===== src/rtl/lc_1252_ind_streamer.sv =====
// Transmit side of the 1252 odd-matrix index stream: buffers host-loaded (row,col)
// pairs, streams them as AXI-Stream beats, then returns the solver's result beat.
module lc_1252_ind_streamer #(
  parameter int MAX_IND_LEN = 100,
  parameter int TIMEOUT_CYC = 1024,
  localparam int CW = $clog2(MAX_IND_LEN) + 1
) (
  input  logic          clk,
  input  logic          rst,
  input  logic          cfg_push,
  input  logic [7:0]    cfg_row,
  input  logic [7:0]    cfg_col,
  input  logic          cfg_clear,
  input  logic [7:0]    cfg_m,
  input  logic [7:0]    cfg_n,
  input  logic          start,
  output logic          busy,
  output logic [CW-1:0] count,
  output logic          ovf,
  output logic [7:0]    m,
  output logic [7:0]    n,
  output logic [15:0]   ind_tdata,
  output logic          ind_tvalid,
  output logic          ind_tlast,
  input  logic          ind_tready,
  input  logic [7:0]    odd_cells,
  input  logic          out_tvalid,
  output logic [7:0]    result,
  output logic          done,
  output logic          timeout,
  output logic [1:0]    fsm_state
);

  localparam int AW = (MAX_IND_LEN > 1) ? $clog2(MAX_IND_LEN) : 1;
  localparam int TW = $clog2(TIMEOUT_CYC) + 1;

  typedef enum logic [1:0] {
    IDLE     = 2'd0,
    SEND     = 2'd1,
    WAIT_RES = 2'd2,
    DONE     = 2'd3
  } state_t;

  state_t        state;
  logic [15:0]   pair_mem [MAX_IND_LEN];
  logic [CW-1:0] rd_ptr;
  logic [CW-1:0] next_ptr;
  logic [AW-1:0] rd_addr;
  logic [TW-1:0] timer;
  logic          full;
  logic          start_ok;
  logic          wr_en;

  assign full      = (count == CW'(MAX_IND_LEN));
  assign start_ok  = start && (count != '0);
  assign wr_en     = !rst && (state == IDLE) && cfg_push && !cfg_clear && !start_ok && !full;
  assign next_ptr  = rd_ptr + CW'(1);
  // In IDLE the next beat to load is entry 0; in SEND it is the one after rd_ptr.
  assign rd_addr   = (state == IDLE) ? '0 : next_ptr[AW-1:0];
  assign fsm_state = state;

  // Pair storage has no reset: count alone defines which entries are live.
  always_ff @(posedge clk) begin
    if (wr_en) begin
      pair_mem[count[AW-1:0]] <= {cfg_col, cfg_row};
    end
  end

  // Stream handshake: a beat transfers on every edge where ind_tvalid and
  // ind_tready are both high; once raised, ind_tvalid/tdata/tlast hold until
  // that transfer and tvalid stays high across the whole list.
  always_ff @(posedge clk) begin
    if (rst) begin
      state      <= IDLE;
      count      <= '0;
      rd_ptr     <= '0;
      ovf        <= 1'b0;
      m          <= '0;
      n          <= '0;
      ind_tvalid <= 1'b0;
      ind_tlast  <= 1'b0;
      ind_tdata  <= '0;
      result     <= '0;
      done       <= 1'b0;
      timeout    <= 1'b0;
      busy       <= 1'b0;
      timer      <= '0;
    end else begin
      done    <= 1'b0;
      timeout <= 1'b0;
      case (state)
        IDLE: begin
          if (cfg_clear) begin
            count <= '0;
            ovf   <= 1'b0;
          end else if (start_ok) begin
            m          <= cfg_m;
            n          <= cfg_n;
            rd_ptr     <= '0;
            ind_tdata  <= pair_mem[rd_addr];
            ind_tlast  <= (count == CW'(1));
            ind_tvalid <= 1'b1;
            busy       <= 1'b1;
            state      <= SEND;
          end else if (cfg_push) begin
            if (!full) begin
              count <= count + CW'(1);
            end else begin
              ovf <= 1'b1;
            end
          end
        end
        SEND: begin
          if (ind_tready) begin
            rd_ptr <= next_ptr;
            if (ind_tlast) begin
              ind_tvalid <= 1'b0;
              ind_tlast  <= 1'b0;
              timer      <= '0;
              state      <= WAIT_RES;
            end else begin
              ind_tdata <= pair_mem[rd_addr];
              ind_tlast <= (next_ptr == count - CW'(1));
            end
          end
        end
        WAIT_RES: begin
          // A result arriving on the final timer tick wins over the timeout.
          if (out_tvalid) begin
            result <= odd_cells;
            done   <= 1'b1;
            busy   <= 1'b0;
            state  <= DONE;
          end else if (timer == TW'(TIMEOUT_CYC - 1)) begin
            result  <= '0;
            done    <= 1'b1;
            timeout <= 1'b1;
            busy    <= 1'b0;
            state   <= DONE;
          end else begin
            timer <= timer + TW'(1);
          end
        end
        DONE: begin
          state <= IDLE;
        end
        default: begin
          state <= IDLE;
        end
      endcase
    end
  end

endmodule


===== config.mk =====
export PLATFORM = sky130hd
export DESIGN_NAME = lc_1252_ind_streamer
export DESIGN_NICKNAME = d
export VERILOG_FILES = /design/src/rtl/lc_1252_ind_streamer.sv
export SDC_FILE = /design/constraint.sdc
export NUM_CORES = 2
export LEC_CHECK = 0
export CORE_UTILIZATION = 35
export CTS_CLUSTER_SIZE = 24
export DETAILED_ROUTE_END_ITERATION = 10
export PLACE_DENSITY_LB_ADDON = 0.12
export SKIP_LAST_GASP = 1
export SLEW_MARGIN = 15
export SYNTH_ARGS = -nofsm -noshare
export SYNTH_HDL_FRONTEND = slang
export SYNTH_SLANG_ARGS = --single-unit

===== constraint.sdc =====
create_clock -name clk -period 3.7 [get_ports clk]
set_input_delay 0.74 -clock clk [delete_from_list [all_inputs] [get_ports clk]]
set_output_delay 0.74 -clock clk [all_outputs]
set_load 0.02 [all_outputs]

; ---- After elaboration in Yosys (flattened, before gate mapping)
; Memories as Yosys holds them, arrays and structs flattened.
; Cells that the tools add are included.
[classes]
addsub = 4
eq_ne = 17
mux = 49
bitwise = 2
reduce_logical = 30
[ops]
columns = op, count
row1 = two-way mux 8 bit, 9
row2 = two-way mux 16 bit, 4
row3 = two-way mux 11 bit, 4
row4 = one-hot mux 16 bit (2 select lines), 1
row5 = one-hot mux 11 bit (2 select lines), 1
row6 = AND reduction 5 bit, 4
row7 = two-way mux 1 bit, 18
row8 = inequality test 2 bit (second input constant), 9
row9 = adder 8 x 1 -> 8 bit (second input constant), 2
row10 = one-hot mux 8 bit (2 select lines), 1
row11 = AND reduction 4 bit, 4
row12 = two-way mux 2 bit, 6
row13 = nonzero test 2 bit, 6
row14 = adder 11 x 1 -> 11 bit (second input constant), 1
row15 = equality test 11 x 10 -> 1 bit (second input constant), 1
row16 = equality test 8 x 1 -> 1 bit (second input constant), 1
row17 = equality test 8 x 7 -> 1 bit (second input constant), 1
row18 = equality test 8 bit, 1
row19 = one-hot mux 2 bit (4 select lines), 1
row20 = nonzero test 8 bit, 1
row21 = subtractor 8 x 1 -> 8 bit (second input constant), 1
row22 = two-way mux 7 bit, 1
row23 = logical AND 1 bit, 6
row24 = one-hot mux 1 bit (2 select lines), 3
row25 = 10 further kinds, 15
[totals]
ff_bits = 75
ram_bits = 1600
in_bits = 47
out_inout_bits = 56
elab_cells = 117
memories = 1
[mem_list]
columns = memory, depth, word_bits, read_ports, rd_clocked_by_memory_dff, write_ports, line
row1 = pair_mem, 100, 16, 1, 0, 1, 45  ; logic [15:0] pair_mem [MAX_IND_LEN];

; ---- Logic depth before layout (Yosys ltp)
[logic_depth]
word_depth = 8
mapped_depth = 15
ltp_nobuf = 9

; ---- Worst setup path before layout
; OpenSTA, ideal clock, no wires.
[synth_path]
path_kind = reg2reg
from = register count[0]
to = memory pair_mem[54][0] (enable)
setup_ps = 389
arrival_ps = 3147
t_required_ps = 3311
slack_ps = 164
stages_incl_launch_ff = 10
path_buffers = 1
period_less_slack_ps = 3536
path_cell_list = dfxtp_1 -> clkbuf_1 -> clkinv_1 -> ha_1 -> nor3b_2 -> nand2_1 -> a211o_1 -> nor3_2 -> nand4_1 -> nor2_1
[synth_between]
elab_chain_cells = 7
word_cells_on_any_way = 9
cone_classes = 1 x eq/ne / 2 x mux / 6 x reduce/logical
[synth_rtl]
columns = item, line
row1 = start: declaration, 18  ; output logic [CW-1:0] count,
row2 = start signal: assignment, 107  ; count <= count + CW'(1);
row3 = nonzero test 8 bit, 55  ; assign start_ok = start && (count != '0);
row4 = logical AND 1 bit, 55
row5 = zero test 1 bit, 56  ; assign wr_en = !rst && (state == IDLE) && cfg_push && !cfg_clear && !start_ok && !full;
row6 = logical AND 1 bit (2 in a row), 56
row7 = two-way mux 1 bit, 64  ; if (wr_en) begin
row8 = two-way mux 1 bit (implied by the code), 65  ; pair_mem[count[AW-1:0]] <= {cfg_col, cfg_row};
row9 = end: declaration, 45
; Parallel ways exist; a longest one is shown, timed or not.

; ---- Final worst setup path
[layout_path]
from = register state[1], in the netlist fsm_state[1]
to = register ind_tdata[9]
[layout_between]
elab_chain_cells = 6
word_cells_on_any_way = 15
cone_classes = 5 x eq/ne / 6 x mux / 3 x reduce/logical / 1 x memory
[layout_rtl]
columns = item, line
row1 = start: declaration, 44  ; state_t state;
row2 = start signal: assignment, 74  ; state <= IDLE;
row3 = start signal: assignment, 104  ; state <= SEND;
row4 = start signal: assignment, 120  ; state <= WAIT_RES;
row5 = zero test 2 bit, "59, 91"
row6 = two-way mux 7 bit, 59  ; assign rd_addr = (state == IDLE) ? '0 : next_ptr[AW-1:0];
row7 = memory (100 x 16 bit), n/a
row8 = two-way mux 16 bit (on tied branches), "116, 96"
row9 = two-way mux 16 bit (on tied branches), "114, 93"
row10 = one-hot mux 16 bit (2 select lines), 91  ; case (state)
row11 = end signal: assignment, 100  ; ind_tdata <= pair_mem[rd_addr];
row12 = end signal: assignment, 122  ; ind_tdata <= pair_mem[rd_addr];
row13 = end: declaration, 22  ; output logic [15:0] ind_tdata,
; Parallel ways exist; a longest one is shown, timed or not. The select of a mux whose other input is x is not followed.
; A chain may end at the register's enable or synchronous reset.

==> flow_summary_export.csv <==
group,metric,value,unit
synthesis,synth_top_area_share,0.731,
synthesis,synth_edf_count,1600,
floorplan,rows,158,
grt,grt_pass1_wl,291000,um
outcome,status,"complete, no violations",
grt,antenna_found_initial,11,
routing,vias,38100,
critical_path,cp_data_arrival_time,4290,ps
clocking,cts_tree,"yes",
synthesis,synth.distinct_cells,81,
pwr,seq_power_share,0.528,
synthesis,yosys_warnings,0,
clocking,clkSinkCount,1675,
sta,slew_viol_final,0,
synthesis,synth_nets,3985,
floorplan,die_h,435,um
floorplan,start_util,0.353,
sta,slew_headroom,0.265,
grt,grt_pass1_vias,37900,
worst_hold_path,whs_endpoint,"pair_mem[17][7]",
worst_hold_path,hold_depth,1,
critical_path,cp_data_required_time,4410,ps
sta,finalSetupViolCount,0,
clocking,ctsHoldBuffers,0,
sta,tightestPinTransition,1100,ps
finish,num-nets-final,4335,
placement,routabilityCongestion,0.870,
critical_path,cp_max_fo,24,
clocking,clk_pin_slew,60,ps
job,drv_cap,0,
synthesis,yosysMostFrequentCell,"edfxtp_1",
sta,fin_tns_setup,0,ps
pwr,p_sw_frac,0.211,
pwr,p_sw,8.30,mW
sta,max_freq,279,MHz
synthesis,ys_seq_elements,1675,
sta,finalHoldViolCount,0,
clocking,clk_path_buf_depth,3,
pwr,pwr-share-comb,0.025,
critical_path,startpoint_type,"flip-flop",
synthesis,seq_area_frac_synth,0.754,
finish,syn_to_final_growth,18.4,%
pwr,clockPowerShare,0.447,
finish,final_util,0.418,
clocking,cts-root-buf,"clkbuf_16",
floorplan,core_area,186000,sq um
synthesis,ys_top_cells_by_count,"edfxtp_1, nand2_1, nor2_1",
routing,drtAntennaViolNets,0,
worst_hold_path,hp-class,"in -> reg",
finish,drive_gt1_frac,0.197,
synthesis,syn_area_per_cell,16.7,sq um
routing,remaining_drc_errors,0,
floorplan,dieWidth,435,um
pwr,p_per_area,506,nW/um^2
clocking,clkLatencyLatePin,830,ps
critical_path,r2r_slack,120,ps
floorplan,dieArea,190000,sq um
synthesis,synth_area_leaders,"edfxtp_1, mux4_2, dfxtp_1",
sta,finClkSkew,32.9,ps
sta,rsz0062_at_grt,"no",
clocking,numCtsBuffers,179,
floorplan,io_pins,103,
routing,routed_wl,205000,um
finish,instances_no_fill,6913,
routing,dr.pass1.iters,6,
placement,place_inst,6579,
pwr,peakVddDrop,0.523,mV
critical_path,startpoint,"fsm_state[1]",
worst_hold_path,holdCritStartpoint,"cfg_row[7]",
routing,routed_via_density,5.51,
sta,min_period,3580,ps
synthesis,synthArstFlopShare,0,
pwr,power.internal,31.1,mW
sta,final.period_utilization,0.967,
pwr,p_leak,24.4,nW
synthesis,synth_top_area_cell,"edfxtp_1",
critical_path,timing.rr.end,"ind_tdata[9]",
grt,grt_use_total,0.214,
grt,grt_max_degree,101,
placement,io_buffers,102,
synthesis,synthesis.area,65700,sq um
critical_path,critical_path.endpoint_type,"flip-flop",
grt,grt_overflow,0,
clocking,h-tree-depth,4,
synthesis,synthFlopType,"edfxtp_1",
placement,place_hpwl,128000,um
critical_path,rr_startpoint,"fsm_state[1]",
critical_path,reg2regPathDepth,12,
synthesis,syn_inst,3930,
routing,dr.first_iter.drc_count,3765,
critical_path,path_class,"reg -> reg",
routing,wl_per_cell,29.7,um
finish,n_fill_cell,16700,
==> flip-flops by register name, summed over array words and instances (netlist names), 2 cells and up <==
| register | cells |
|---|---|
| ind_tdata | 16 |
| rd_ptr | 8 |
| count | 8 |
| m | 8 |
| fsm_state | 2 |
| result | 8 |
| timer | 11 |
| pair_mem | 1600 |
| n | 8 |
==> per-stage QoR <==
| step | hold slack (ps) | power, mW | setup slack, ps | cell area [sq um] |
|---|---|---|---|---|
| global placement | 443 | 22.2 | -417 | 72100 |
| CTS | 388 | 39.8 | 90.5 | 77800 |
| detailed placement | 447 | 22.2 | -374 | 72100 |
| global route | 431 | 40.5 | 53.6 | 77800 |
| finish | 444 | 39.4 | 121 | 77800 |
| floorplan | 440 | 21.5 | 164 | 65700 |
==> cell usage in the layout, fill, tap and decap left out, drive strengths merged, types with 19 or more instances in the layout <==
| master | count |
|---|---|
| a211oi | 56 |
| nand2b | 32 |
| a22oi | 37 |
| buf | 368 |
| o311ai | 23 |
| dfxtp | 75 |
| nand3 | 73 |
| mux4 | 178 |
| nor2 | 242 |
| nor2b | 53 |
| mux2i | 95 |
| xnor2 | 19 |
| o22ai | 237 |
| o211ai | 30 |
| o221ai | 90 |
| clkinv | 80 |
| nand2 | 289 |
| clkbuf | 223 |
| nor3 | 64 |
| a311oi | 43 |
| edfxtp | 1600 |
| a21oi | 114 |
| o21ai | 73 |
| clkdlybuf4s50 | 85 |
==> layout make-up <==
class / instances / area (sq um) / area share
Antenna cell: 6 / 15.0 / 0.000193
Clock buffer: 223 / 4670 / 0.0600
Tap cell: 2480 / 3100 / 0.0399
Multi-Input combinational cell: 1958 / 15100 / 0.194
Timing Repair Buffer: 453 / 4300 / 0.0553
Sequential cell: 1675 / 49600 / 0.637
Inverter: 13 / 56.3 / 0.000724
Clock inverter: 105 / 1040 / 0.0134
==> what timing repair did <==
action                     4_1_cts  5_1_grt
pin swaps                        0        0
resized for setup                6        1
setup endpoints to repair        4        1
buffers inserted                 0        0
==> worst max-delay path, stage by stage (launching register included) <==
cell and delay (ps):
dfxtp_1 330, inv_1 120, ha_4 290, or2_4 350, buf_12 230, buf_12 240, mux4_2 540, mux2i_1 140
mux2i_1 90, buf_4 180, a2111oi_1 640, buf_4 210, nor4_1 50
==> power groups by stage <==
stage / logic, mW / clock network (mW) / registers [mW]
after global placement: 1.00 / 0 / 21.2
after floorplan: 0.330 / 0 / 21.2
final: 0.990 / 17.6 / 20.8
after CTS: 1.01 / 18.0 / 20.8
after detailed placement: 1.01 / 0 / 21.2
after global routing: 1.06 / 18.7 / 20.8
==> kinds of logic (layout without fill, tap and decap cells) <==
logic type / after synthesis / count (layout) / synth area share
multiplexers: 284 / 284 / 0.0773
AO/OA/AOI/OAI: 803 / 803 / 0.0847
flip-flops: 1675 / 1675 / 0.754
XOR/XNOR: 33 / 33 / 0.00491
buffers and inverters: 297 / 794 / 0.0207
adder cells (fa/ha/maj): 8 / 8 / 0.00152
other: 0 / 6 / 0
AND/OR/NAND/NOR: 830 / 830 / 0.0572
==> worst max path at each step <==
| stage | end | slack, ps | cells after the start |
|---|---|---|---|
| global placement | ind_tdata[8] | -420 | 9 |
| CTS | ind_tdata[9] | 90 | 12 |
| finish | ind_tdata[9] | 120 | 12 |
| detailed placement | ind_tdata[4] | -370 | 10 |
| global route | ind_tdata[3] | 50 | 11 |
| floorplan | pair_mem[54][0] | 160 | 9 |
==> routing by layer <==
layer / wire length (um) / global-route usage / part of all wire / vias up
li1: - / - / - / 16600
met1: 91100 / 0.300 / 0.44 / 20100
met2: 97700 / 0.343 / 0.48 / 1108
met3: 10300 / 0.0312 / 0.050 / 263
met4: 5800 / 0.0646 / 0.028 / 4
met5: 18 / 0 / 0.000088 / -
(Power assumes the default switching activity.)
